`config.mk`:
```
export PLATFORM = sky130hd
export DESIGN_NAME = control_unit
export DESIGN_NICKNAME = d
export VERILOG_FILES = /design/src/rtl/cpu_pkg.sv /design/src/rtl/control_unit_decode.sv /design/src/rtl/control_unit.sv
export SDC_FILE = /design/constraint.sdc
export NUM_CORES = 1
export LEC_CHECK = 0
export BUFFER_PORTS_ARGS = -buffer_cell sky130_fd_sc_hd__clkbuf_2
export CAP_MARGIN = 20
export CORE_MARGIN = 4
export CORE_UTILIZATION = 30
export DETAILED_ROUTE_END_ITERATION = 8
export GPL_ROUTABILITY_DRIVEN = 0
export SLEW_MARGIN = 10
export SYNTH_ARGS = -nofsm -noshare
export SYNTH_HDL_FRONTEND = slang
export SYNTH_SLANG_ARGS = --single-unit
```
`constraint.sdc`:
```
create_clock -name clk -period 2.2 [get_ports clk]
set_input_delay 0.22 -clock clk [delete_from_list [all_inputs] [get_ports clk]]
set_output_delay 0.22 -clock clk [all_outputs]
set_load 0.01 [all_outputs]
```
`src/rtl/cpu_pkg.sv`:
```
// Shared opcode, ALU-code, sequencer-step and control-word definitions for the CPU control path.
package cpu_pkg;

  localparam int unsigned OP_W   = 5;
  localparam int unsigned STEP_W = 4;

  typedef enum logic [OP_W-1:0] {
    OP_LD   = 5'b00000, OP_LDI  = 5'b00001, OP_ST   = 5'b00010, OP_ADD  = 5'b00011,
    OP_SUB  = 5'b00100, OP_AND  = 5'b00101, OP_OR   = 5'b00110, OP_ROL  = 5'b00111,
    OP_ROR  = 5'b01000, OP_SHR  = 5'b01001, OP_SHRA = 5'b01010, OP_SHL  = 5'b01011,
    OP_ADDI = 5'b01100, OP_ANDI = 5'b01101, OP_ORI  = 5'b01110, OP_MUL  = 5'b01111,
    OP_DIV  = 5'b10000, OP_NEG  = 5'b10001, OP_NOT  = 5'b10010, OP_NOP  = 5'b11010,
    OP_HALT = 5'b11011
  } op_e;

  // ALU operation codes; rotate codes are swapped relative to the instruction opcodes.
  localparam logic [OP_W-1:0] ALU_NONE = 5'b00000;
  localparam logic [OP_W-1:0] ALU_ADD  = 5'b00011;
  localparam logic [OP_W-1:0] ALU_SUB  = 5'b00100;
  localparam logic [OP_W-1:0] ALU_AND  = 5'b00101;
  localparam logic [OP_W-1:0] ALU_OR   = 5'b00110;
  localparam logic [OP_W-1:0] ALU_ROR  = 5'b00111;
  localparam logic [OP_W-1:0] ALU_ROL  = 5'b01000;
  localparam logic [OP_W-1:0] ALU_SHR  = 5'b01001;
  localparam logic [OP_W-1:0] ALU_SHRA = 5'b01010;
  localparam logic [OP_W-1:0] ALU_SHL  = 5'b01011;
  localparam logic [OP_W-1:0] ALU_MUL  = 5'b01111;
  localparam logic [OP_W-1:0] ALU_DIV  = 5'b10000;
  localparam logic [OP_W-1:0] ALU_NEG  = 5'b10001;
  localparam logic [OP_W-1:0] ALU_NOT  = 5'b10010;

  typedef enum logic [STEP_W-1:0] {
    T0 = 4'd0, T1 = 4'd1, T2 = 4'd2, T3 = 4'd3,
    T4 = 4'd4, T5 = 4'd5, T6 = 4'd6, T7 = 4'd7,
    HALT = 4'd15
  } step_e;

  typedef enum logic [3:0] {
    CL_R, CL_IMM, CL_UNARY, CL_MULDIV, CL_LDI, CL_LD, CL_ST, CL_NOP, CL_HALT
  } iclass_e;

  typedef struct packed {
    logic pc_out, pc_in, inc_pc, mar_in, z_in, z_low_out, z_high_out, read, write;
    logic mdr_in, mdr_out, ir_in, y_in, c_out, hi_in, lo_in;
    logic gra, grb, grc, r_in, r_out, ba_out;
    logic [OP_W-1:0] opcode;
  } ctrl_t;

  // Final T-step of each instruction class; the instruction boundary.
  function automatic step_e last_step(input iclass_e cl);
    case (cl)
      CL_R, CL_IMM, CL_LDI: last_step = T5;
      CL_UNARY:             last_step = T4;
      CL_MULDIV:            last_step = T6;
      CL_LD, CL_ST:         last_step = T7;
      default:              last_step = T2;
    endcase
  endfunction

endpackage

```
`src/rtl/control_unit_decode.sv`:
```
// Opcode decoder: instruction class and ALU operation for the current IR opcode.
module ctrl_decode
  import cpu_pkg::*;
(
  input  logic [OP_W-1:0] ir_op,
  output iclass_e         iclass_c,
  output logic [OP_W-1:0] alu_op_c
);

  always_comb begin
    iclass_c = CL_NOP;
    alu_op_c = ALU_NONE;
    case (op_e'(ir_op))
      OP_ADD:  begin iclass_c = CL_R;      alu_op_c = ALU_ADD;  end
      OP_SUB:  begin iclass_c = CL_R;      alu_op_c = ALU_SUB;  end
      OP_AND:  begin iclass_c = CL_R;      alu_op_c = ALU_AND;  end
      OP_OR:   begin iclass_c = CL_R;      alu_op_c = ALU_OR;   end
      OP_ROL:  begin iclass_c = CL_R;      alu_op_c = ALU_ROL;  end
      OP_ROR:  begin iclass_c = CL_R;      alu_op_c = ALU_ROR;  end
      OP_SHR:  begin iclass_c = CL_R;      alu_op_c = ALU_SHR;  end
      OP_SHRA: begin iclass_c = CL_R;      alu_op_c = ALU_SHRA; end
      OP_SHL:  begin iclass_c = CL_R;      alu_op_c = ALU_SHL;  end
      OP_ADDI: begin iclass_c = CL_IMM;    alu_op_c = ALU_ADD;  end
      OP_ANDI: begin iclass_c = CL_IMM;    alu_op_c = ALU_AND;  end
      OP_ORI:  begin iclass_c = CL_IMM;    alu_op_c = ALU_OR;   end
      OP_NEG:  begin iclass_c = CL_UNARY;  alu_op_c = ALU_NEG;  end
      OP_NOT:  begin iclass_c = CL_UNARY;  alu_op_c = ALU_NOT;  end
      OP_MUL:  begin iclass_c = CL_MULDIV; alu_op_c = ALU_MUL;  end
      OP_DIV:  begin iclass_c = CL_MULDIV; alu_op_c = ALU_DIV;  end
      OP_LDI:  begin iclass_c = CL_LDI;    alu_op_c = ALU_ADD;  end
      OP_LD:   begin iclass_c = CL_LD;     alu_op_c = ALU_ADD;  end
      OP_ST:   begin iclass_c = CL_ST;     alu_op_c = ALU_ADD;  end
      OP_HALT: iclass_c = CL_HALT;
      default: iclass_c = CL_NOP;
    endcase
  end

endmodule

```
`src/rtl/control_unit.sv`:
```
// Hardwired fetch/execute sequencer driving the datapath register-transfer controls.
module control_unit
  import cpu_pkg::*;
#(
  parameter int unsigned OPW = OP_W
) (
  input  logic           clk,
  input  logic           clr,
  input  logic [OPW-1:0] ir_op,
  input  logic           stop,
  output logic           run,
  output logic [3:0]     step,
  output logic           PCout,
  output logic           PCin,
  output logic           incPC,
  output logic           MARin,
  output logic           Zin,
  output logic           ZLowOut,
  output logic           ZHighOut,
  output logic           Read,
  output logic           Write,
  output logic           MDRin,
  output logic           MDRout,
  output logic           IRin,
  output logic           Yin,
  output logic           Cout,
  output logic           HIin,
  output logic           LOin,
  output logic           Gra,
  output logic           Grb,
  output logic           Grc,
  output logic           Rin,
  output logic           Rout,
  output logic           BAout,
  output logic [OPW-1:0] opcode
);

  step_e           state, state_nxt;
  logic            stop_req;
  iclass_e         iclass_c;
  logic [OP_W-1:0] alu_c;
  ctrl_t           ctl_c;

  ctrl_decode u_decode (
    .ir_op    (OP_W'(ir_op)),
    .iclass_c (iclass_c),
    .alu_op_c (alu_c)
  );

  // Advance one step per cycle; at the class's last step return to T0 or halt.
  always_comb begin
    state_nxt = state;
    if (state != HALT) begin
      if (state >= last_step(iclass_c)) begin
        state_nxt = (iclass_c == CL_HALT || stop || stop_req) ? HALT : T0;
      end else begin
        state_nxt = step_e'(state + STEP_W'(1));
      end
    end
  end

  // A stop request is remembered until the next instruction boundary.
  always_ff @(posedge clk or negedge clr) begin
    if (!clr) begin
      state    <= T0;
      stop_req <= 1'b0;
    end else begin
      state    <= state_nxt;
      stop_req <= stop_req | stop;
    end
  end

  // Control word decode; everything is held at zero while clr is low.
  always_comb begin
    ctl_c = '0;
    if (clr) begin
      case (state)
        T0: begin ctl_c.pc_out = 1'b1; ctl_c.mar_in = 1'b1; ctl_c.inc_pc = 1'b1; ctl_c.z_in = 1'b1; end
        T1: begin ctl_c.z_low_out = 1'b1; ctl_c.pc_in = 1'b1; ctl_c.read = 1'b1; ctl_c.mdr_in = 1'b1; end
        T2: begin ctl_c.mdr_out = 1'b1; ctl_c.ir_in = 1'b1; end
        T3: case (iclass_c)
          CL_R, CL_IMM: begin ctl_c.grb = 1'b1; ctl_c.r_out = 1'b1; ctl_c.y_in = 1'b1; end
          CL_UNARY: begin
            ctl_c.grb = 1'b1; ctl_c.r_out = 1'b1; ctl_c.z_in = 1'b1; ctl_c.opcode = alu_c;
          end
          CL_MULDIV: begin ctl_c.gra = 1'b1; ctl_c.r_out = 1'b1; ctl_c.y_in = 1'b1; end
          CL_LDI, CL_LD, CL_ST: begin ctl_c.grb = 1'b1; ctl_c.ba_out = 1'b1; ctl_c.y_in = 1'b1; end
          default: ;
        endcase
        T4: case (iclass_c)
          CL_R, CL_MULDIV: begin
            ctl_c.grc = (iclass_c == CL_R); ctl_c.grb = (iclass_c == CL_MULDIV);
            ctl_c.r_out = 1'b1; ctl_c.z_in = 1'b1; ctl_c.opcode = alu_c;
          end
          CL_IMM: begin ctl_c.c_out = 1'b1; ctl_c.z_in = 1'b1; ctl_c.opcode = alu_c; end
          CL_UNARY: begin ctl_c.z_low_out = 1'b1; ctl_c.gra = 1'b1; ctl_c.r_in = 1'b1; end
          CL_LDI, CL_LD, CL_ST: begin ctl_c.c_out = 1'b1; ctl_c.z_in = 1'b1; ctl_c.opcode = ALU_ADD; end
          default: ;
        endcase
        T5: case (iclass_c)
          CL_R, CL_IMM, CL_LDI: begin ctl_c.z_low_out = 1'b1; ctl_c.gra = 1'b1; ctl_c.r_in = 1'b1; end
          CL_MULDIV: begin ctl_c.z_low_out = 1'b1; ctl_c.lo_in = 1'b1; end
          CL_LD, CL_ST: begin ctl_c.z_low_out = 1'b1; ctl_c.mar_in = 1'b1; end
          default: ;
        endcase
        T6: case (iclass_c)
          CL_MULDIV: begin ctl_c.z_high_out = 1'b1; ctl_c.hi_in = 1'b1; end
          CL_LD: begin ctl_c.read = 1'b1; ctl_c.mdr_in = 1'b1; end
          CL_ST: begin ctl_c.gra = 1'b1; ctl_c.r_out = 1'b1; ctl_c.mdr_in = 1'b1; end
          default: ;
        endcase
        T7: case (iclass_c)
          CL_LD: begin ctl_c.mdr_out = 1'b1; ctl_c.gra = 1'b1; ctl_c.r_in = 1'b1; end
          CL_ST: ctl_c.write = 1'b1;
          default: ;
        endcase
        default: ;
      endcase
    end
  end

  assign run      = (state != HALT);
  assign step     = 4'(state);
  assign PCout    = ctl_c.pc_out;
  assign PCin     = ctl_c.pc_in;
  assign incPC    = ctl_c.inc_pc;
  assign MARin    = ctl_c.mar_in;
  assign Zin      = ctl_c.z_in;
  assign ZLowOut  = ctl_c.z_low_out;
  assign ZHighOut = ctl_c.z_high_out;
  assign Read     = ctl_c.read;
  assign Write    = ctl_c.write;
  assign MDRin    = ctl_c.mdr_in;
  assign MDRout   = ctl_c.mdr_out;
  assign IRin     = ctl_c.ir_in;
  assign Yin      = ctl_c.y_in;
  assign Cout     = ctl_c.c_out;
  assign HIin     = ctl_c.hi_in;
  assign LOin     = ctl_c.lo_in;
  assign Gra      = ctl_c.gra;
  assign Grb      = ctl_c.grb;
  assign Grc      = ctl_c.grc;
  assign Rin      = ctl_c.r_in;
  assign Rout     = ctl_c.r_out;
  assign BAout    = ctl_c.ba_out;
  assign opcode   = OPW'(ctl_c.opcode);

endmodule

```
==> results of run 1 <==
[registers in the layout, indices dropped and copies added (netlist names)]
register,cells
step,4
stop_req,1
[synthesized netlist by cell type, types with 4 or more instances]
master / instances
nand2_1: 16
o21ai_1: 4
nand3_1: 10
buf_2: 10
nor2_1: 10
dfrtp_1: 5
a21oi_1: 13
ha_1: 7
inv_1: 6
nand2b_1: 9
nor2b_1: 4
[path summary, 6_finish.rpt]
check	to	cells past startpoint
max	Zin	6
min	step[3]$_DFFE_PN0P_	2
max reg2reg	step[1]$_DFFE_PN0P_	6
min reg2reg	stop_req$_DFF_PN0_	1
max in group asynchronous	step[1]$_DFFE_PN0P_	2
min in group clk	stop_req$_DFF_PN0_	2
[layout by cell type, fill, tap and decap left out, types with 2 or more instances in the layout]
cell / instances
a211oi_1: 2
a21oi_1: 13
a31oi_1: 2
and2_1: 3
and3_1: 3
and3b_1: 2
buf_4: 16
clkbuf_2: 39
clkbuf_8: 3
dfrtp_1: 4
ha_1: 7
inv_1: 5
mux2i_1: 2
nand2_1: 16
nand2b_1: 9
nand3_1: 10
nand3b_1: 2
nand4_1: 3
nor2_1: 10
nor2b_1: 4
nor3_2: 2
o21ai_1: 4
o22ai_1: 3
or3_1: 2
xor2_1: 3
[critical path, stage by stage, from the launching register on]
cell,delay [ns]
dfrtp_2,0.45
ha_1,0.21
nor3b_2,0.15
buf_4,0.17
mux2i_2,0.37
o22ai_1,0.16
clkbuf_2,0.15
[power breakdown]
| part | switching [mW] | internal, mW |
|---|---|---|
| logic | 0.262 | 0.177 |
| registers | 0.0308 | 0.113 |
| clock network | 0.0454 | 0.124 |
| total | 0.338 | 0.414 |
[logic make-up (layout without fill, tap and decap cells)]
family / Yosys count / after routing / share of synthesized area [%]
DFF: 5 / 5 / 10.11
muxes: 3 / 3 / 2.730
buffers and inverters: 24 / 65 / 11.02
AOI/OAI and AO/OA: 47 / 47 / 30.24
xor gates and xnor gates: 4 / 4 / 2.832
adders and majority gates: 7 / 7 / 7.078
and+or+nand+nor: 77 / 77 / 36.00
[per-layer routing]
layer  vias up  global-route usage (%)  part of all wire [%]  routed length, um
li1        693                       -                     -                  -
met1       613                   20.65                    49               1728
met2        38                   22.85                    45               1605
met3         0                   2.355                   5.7                200
met4         0                   1.879                     0                  0
met5         -                       0                     0                  0
[layout make-up]
class                           count  area share (%)
Sequential cell                     5           8.158
Inverter                            6           1.454
Multi-Input combinational cell    138           63.09
Timing Repair Buffer               55           20.36
Clock buffer                        4           2.908
Tap cell                           50           4.039
==> results.json, run 1 <==
{
  "firstDrtPassIters": 4,
  "grt_max_degree": 21,
  "synthArstFlopShare_pct": 100.0,
  "syn_nets": 182,
  "portBuffers": 39,
  "place_inst": 254,
  "yosysSeqAreaShare_pct": 10.11,
  "hold_ws_ns": 0.07471,
  "grt_pass1_vias": 1301,
  "numCtsBuffers": 3,
  "viasPerCell": 5.209,
  "seq_area_um2": 126.4,
  "synth_cells": 167,
  "cts_setup_buffers": 0,
  "cp.required_ns": 1.98,
  "antenna_found_initial": 0,
  "die_area_um2": 5216,
  "cp.arrival_ns": 1.87,
  "postRouteAntennaNets": 0,
  "initial_core_util_pct": 30.94,
  "setup.worst_path.start": "step[1]$_DFFE_PN0P_",
  "wl_um": 3534,
  "rsz0062_at_grt": "no",
  "wire_per_inst_um": 13.70,
  "p_per_area_nw_per_um2": 485.3,
  "syn_to_final_growth_pct": 25.18,
  "hp-class": "input port to asynchronous set/reset pin",
  "fill_cells": 429,
  "maxCapViolCount": 0,
  "instances_no_fill": 258,
  "crit-reg2reg-launch": "step[0]$_DFFE_PN0P_",
  "synth_top_area_share_pct": 10.11,
  "cts_sinks": 5,
  "fin_crit_sh_pct": 95.10,
  "finish.utilization_pct": 38.72,
  "synth-edff-count": 0,
  "vias": 1344,
  "yosysWarningCount": 0,
  "fp-row-count": 23,
  "timing.setup.tns_ns": 0,
  "place_hpwl_um": 2870,
  "skew_ns": 0.0008248,
  "postLayoutCellArea_um2": 1549,
  "period_minus_slack_ns": 2.092,
  "endpoint_kind": "primary output",
  "syn_area_um2": 1237,
  "total_power_mw": 0.7517,
  "drtIter0Drc": 62,
  "ys_seq_elements": 5,
  "clk_latency_ns": 0.22,
  "placed_cell_area_um2": 1501,
  "cts_resized": 0,
  "avgSynthCellArea_um2": 7.410,
  "clk_pin_slew_ns": 0.04,
  "synth_area_leaders": "dfrtp_1 10%, ha_1 7.1%, a21oi_1 5.3%, nand2_1 4.9%, nand2b_1 4.6%",
  "slew_headroom_pct": 70.74,
  "track_usage_pct": 14.31,
  "nNetsFinal": 224,
  "multiInputGateArea_um2": 977.2,
  "finalWorstSetupSlack_ns": 0.1077,
  "finalMaxSlewViolations": 0,
  "coreArea_um2": 4000,
  "worstMarginPinSlew_ns": 0.4304,
  "fp.dieH_um": 72.23,
  "post-synth-top-area-cell": "dfrtp_1",
  "grt_pass1_wl_um": 6244,
  "holdBufCountCts": 0,
  "ir_drop_v": 0.0003834,
  "critPathKind": "flip-flop to primary output",
  "h-tree-depth": 1,
  "drive_above_1_share_pct": 35.58,
  "die_x_um": 72.23,
  "ioPinCount": 40,
  "crit_path_start_kind": "flip-flop",
  "drc": 0,
  "root_buffer": "clkbuf_8",
  "ff2ff_setup_slack_ns": 0.29,
  "clockBufferDepth": 2,
  "antennaDiodeCount": 0,
  "hold_viol_final": 0,
  "grt_overflow": 0,
  "critPathMaxFanout": 7,
  "setup_violations": 0,
  "place_ws_ns": 0.05401,
  "synth_ff_type": "dfrtp_1",
  "status": "finished, final reports clean",
  "power.leakage_nw": 0.6565,
  "fmax_mhz": 477.9,
  "yosys.cell_types.count": 62,
  "cts_tree": "yes"
}
No activity file was read; power rests on OpenSTA's default activity.
==> run 2: changes to the inputs <==
- ABC_AREA: not set -> 1
==> run 2 against run 1 <==
  * Utilization is 6.6 points higher
  * Global-route usage up 0.12 points
  * Via count grew 10%
  * Clock power fell by 2%
  * First-iteration DRC count increased by 84%
  * Final area grew 8.6%
==> results.json, run 2 <==
{
  "status": "finished, final reports clean",
  "place_hpwl_um": 3067,
  "synth-xor-area-share_pct": 0,
  "comb_power_share_pct": 60.5,
  "cp_slowest_cell": "or2_4",
  "synth_top_family_by_area": "simple AND/OR/NAND/NOR gates",
  "pwr-share-clk_pct": 23.2,
  "grt_overflow": 0,
  "cp.arrival_ns": 2.10,
  "setup_violations": 0,
  "numCtsBuffers": 3,
  "h-tree-depth": 1,
  "place_inst": 310,
  "cts_sinks": 5,
  "largest_reg_flops": 4,
  "hold_viol_final": 0,
  "fin_crit_sh_pct": 92.04,
  "yosys.cell_types.count": 39,
  "avgSynthCellArea_um2": 5.735,
  "layout_common_cells": "38 x nand2_1, 36 x clkbuf_2, 30 x nor2_1, 30 x inv_1, 25 x buf_4",
  "vias": 1482,
  "clk_latency_ns": 0.22,
  "yosys-top-cells-count": "41 x nand2_1, 34 x nor2_1, 30 x inv_1, 12 x nand3_1, 10 x inv_2",
  "clk_pin_slew_ns": 0.03,
  "instances_no_fill": 316,
  "layout_commonest_cell": "nand2_1",
  "post-synth-top-area-cell": "nand2_1",
  "clockBufferDepth": 2,
  "skew_ns": 0.003068,
  "slew_headroom_pct": 73.25,
  "yosysWarningCount": 0,
  "total_power_mw": 0.7151,
  "ir_drop_v": 0.0001890,
  "fill_cells": 424,
  "drtIter0Drc": 114,
  "cp.required_ns": 2.28,
  "slowest_delay_ns": 0.26,
  "multiInputGateArea_um2": 897.1,
  "placed_cell_area_um2": 1567,
  "syn_nets": 219,
  "firstDrtPassIters": 4,
  "path_common_cell": "nand2_2",
  "root_buffer": "clkbuf_8",
  "fp-row-count": 22,
  "coreArea_um2": 3716,
  "critPathMaxFanout": 7,
  "antenna_found_initial": 0,
  "p_seq_share_pct": 16.3,
  "seq_area_um2": 125.1,
  "syn_to_final_growth_pct": 43.85,
  "synth_top_area_share_pct": 13.16,
  "synth-edff-count": 0,
  "antennaDiodeCount": 0,
  "ioPinCount": 40,
  "wl_um": 3537,
  "period_minus_slack_ns": 2.025,
  "worstPathCellList": "clkbuf_4, nand2_4, inv_2, nand3_2, nand2_2, nor2_4, nand4_2, or2_4, nor3_4, ha_1, a21boi_0, nor2_1, nand2_2, a21oi_4, a22oi_1",
  "portBuffers": 39,
  "drive_above_1_share_pct": 42.91,
  "synth-simple-area-share_pct": 50.70,
  "die_area_um2": 4963,
  "cts_tree": "yes",
  "finish.utilization_pct": 45.29,
  "synthArstFlopShare_pct": 100.0,
  "place_ws_ns": -0.04637,
  "grt_max_degree": 15,
  "postLayoutCellArea_um2": 1683,
  "fmax_mhz": 493.9,
  "synth_ff_type": "dfrtp_1",
  "viasPerCell": 4.690,
  "initial_core_util_pct": 31.48,
  "hp-class": "input port to flip-flop",
  "yosysSeqAreaShare_pct": 10.70,
  "track_usage_pct": 14.43,
  "ys_seq_elements": 5,
  "fp.dieH_um": 70.45,
  "muxShareOfSynthArea_pct": 0,
  "syn_area_um2": 1170,
  "p_int_mw": 0.3999,
  "endpoint_kind": "flip-flop",
  "die_x_um": 70.45,
  "maxCapViolCount": 0,
  "rsz0062_at_grt": "yes",
  "p_sw_mw": 0.3152,
  "power.leakage_nw": 0.8916,
  "finalWorstSetupSlack_ns": 0.1751,
  "critPathKind": "input port to flip-flop",
  "synth_fa_ha_area_share_pct": 7.487,
  "crit_path_start_kind": "input port",
  "synth_area_leaders": "nand2_1 13%, nor2_1 11%, dfrtp_1 11%, inv_1 9.6%, ha_1 7.5%",
  "postRouteAntennaNets": 0,
  "grt_pass1_vias": 1436,
  "p_per_area_nw_per_um2": 424.9,
  "synth_compound_area_share_pct": 14.12,
  "synth_cells": 204,
  "nNetsFinal": 284,
  "finalMaxSlewViolations": 0,
  "yosysMostFrequentCell": "nand2_1",
  "grt_pass1_wl_um": 5989,
  "wire_per_inst_um": 11.19,
  "p_sw_share_pct": 44.07,
  "worstMarginPinSlew_ns": 0.3998,
  "drc": 0
}
==> run 2: cell types whose count changed in the layout (fill, tap and decap cells not counted), sizes merged, moves of 4 or more <==
cell	delta
nand2	+29
inv	+35
nor2b	-4
nand2b	-9
buf	+11
nor3	+4
nor2	+33
nand3	+7
a21oi	-8
==> run 2: kinds of logic after synthesis <==
logic type,after synthesis
AO/OA/AOI/OAI,25
adder cells (fa/ha/maj),7
AND/OR/NAND/NOR,120
flip-flops,5
buffers and inverters,47
==> run 2: metrics by stage <==
stage | hold WS [ns] | TNS [ns]
3_3_place_gp | 0.1181 | 0
3_5_place_dp | 0.1151 | -0.1541
6_report | 0.2150 | 0
2_1_floorplan | -0.07559 | 0
4_1_cts | 0.2158 | 0
5_1_grt | 0.2266 | -0.0003788
==> run 2: repair_timing <==
| action | CTS | global route |
|---|---|---|
| gates resized for setup | 0 | 17 |
| setup buffers | 0 | 1 |
| setup endpoints to repair | 0 | 12 |
| hold buffers | 1 | 0 |
| hold endpoints to repair | 5 | 0 |
==> run 2: final timing paths <==
kind | end | start | cells past startpoint | slack [ns]
worst max-delay path | step[0]$_DFFE_PN0P_ | ir_op[1] | 15 | 0.18
worst min-delay path | stop_req$_DFF_PN0_ | stop | 2 | 0.22
worst max register to register | step[0]$_DFFE_PN0P_ | step[0]$_DFFE_PN0P_ | 10 | 0.58
worst min register to register | stop_req$_DFF_PN0_ | stop_req$_DFF_PN0_ | 1 | 0.47
max in group asynchronous | step[0]$_DFFE_PN0P_ | clr | 2 | 1.55
min in group asynchronous | step[1]$_DFFE_PN0P_ | clr | 2 | 0.42
==> run 2: area by class of cell <==
| cell class | count | area share (%) |
|---|---|---|
| Multi-Input combinational cell | 152 | 53.31 |
| Timing Repair Buffer | 65 | 23.49 |
| Inverter | 42 | 9.517 |
| Sequential cell | 5 | 7.435 |
| Tap cell | 48 | 3.569 |
| Clock buffer | 4 | 2.677 |
==> run 2: power by group through the flow <==
stage / registers [mW] / logic (mW) / clock network (mW)
floorplan: 0.141 / 0.238 / 0
CTS: 0.117 / 0.416 / 0.170
global route: 0.120 / 0.491 / 0.181
finish: 0.117 / 0.432 / 0.166
global placement: 0.118 / 0.416 / 0
detailed placement: 0.119 / 0.412 / 0
==> run 2: routing by layer <==
layer | wire length [um] | GRT usage [%] | vias to the layer above
met3 | 118 | 0.7194 | 2
met1 | 1566 | 17.94 | 675
li1 | - | - | 774
met4 | 21 | 4.043 | 0
met5 | 0 | 0 | -
met2 | 1830 | 26.51 | 31
==> run 2: critical path, delay by kind of cell <==
family	cells	cell delay [ns]
AOI/OAI and AO/OA	3	0.39
adders and majority gates	1	0.24
buffers and inverters	2	0.21
and+or+nand+nor	9	1.04
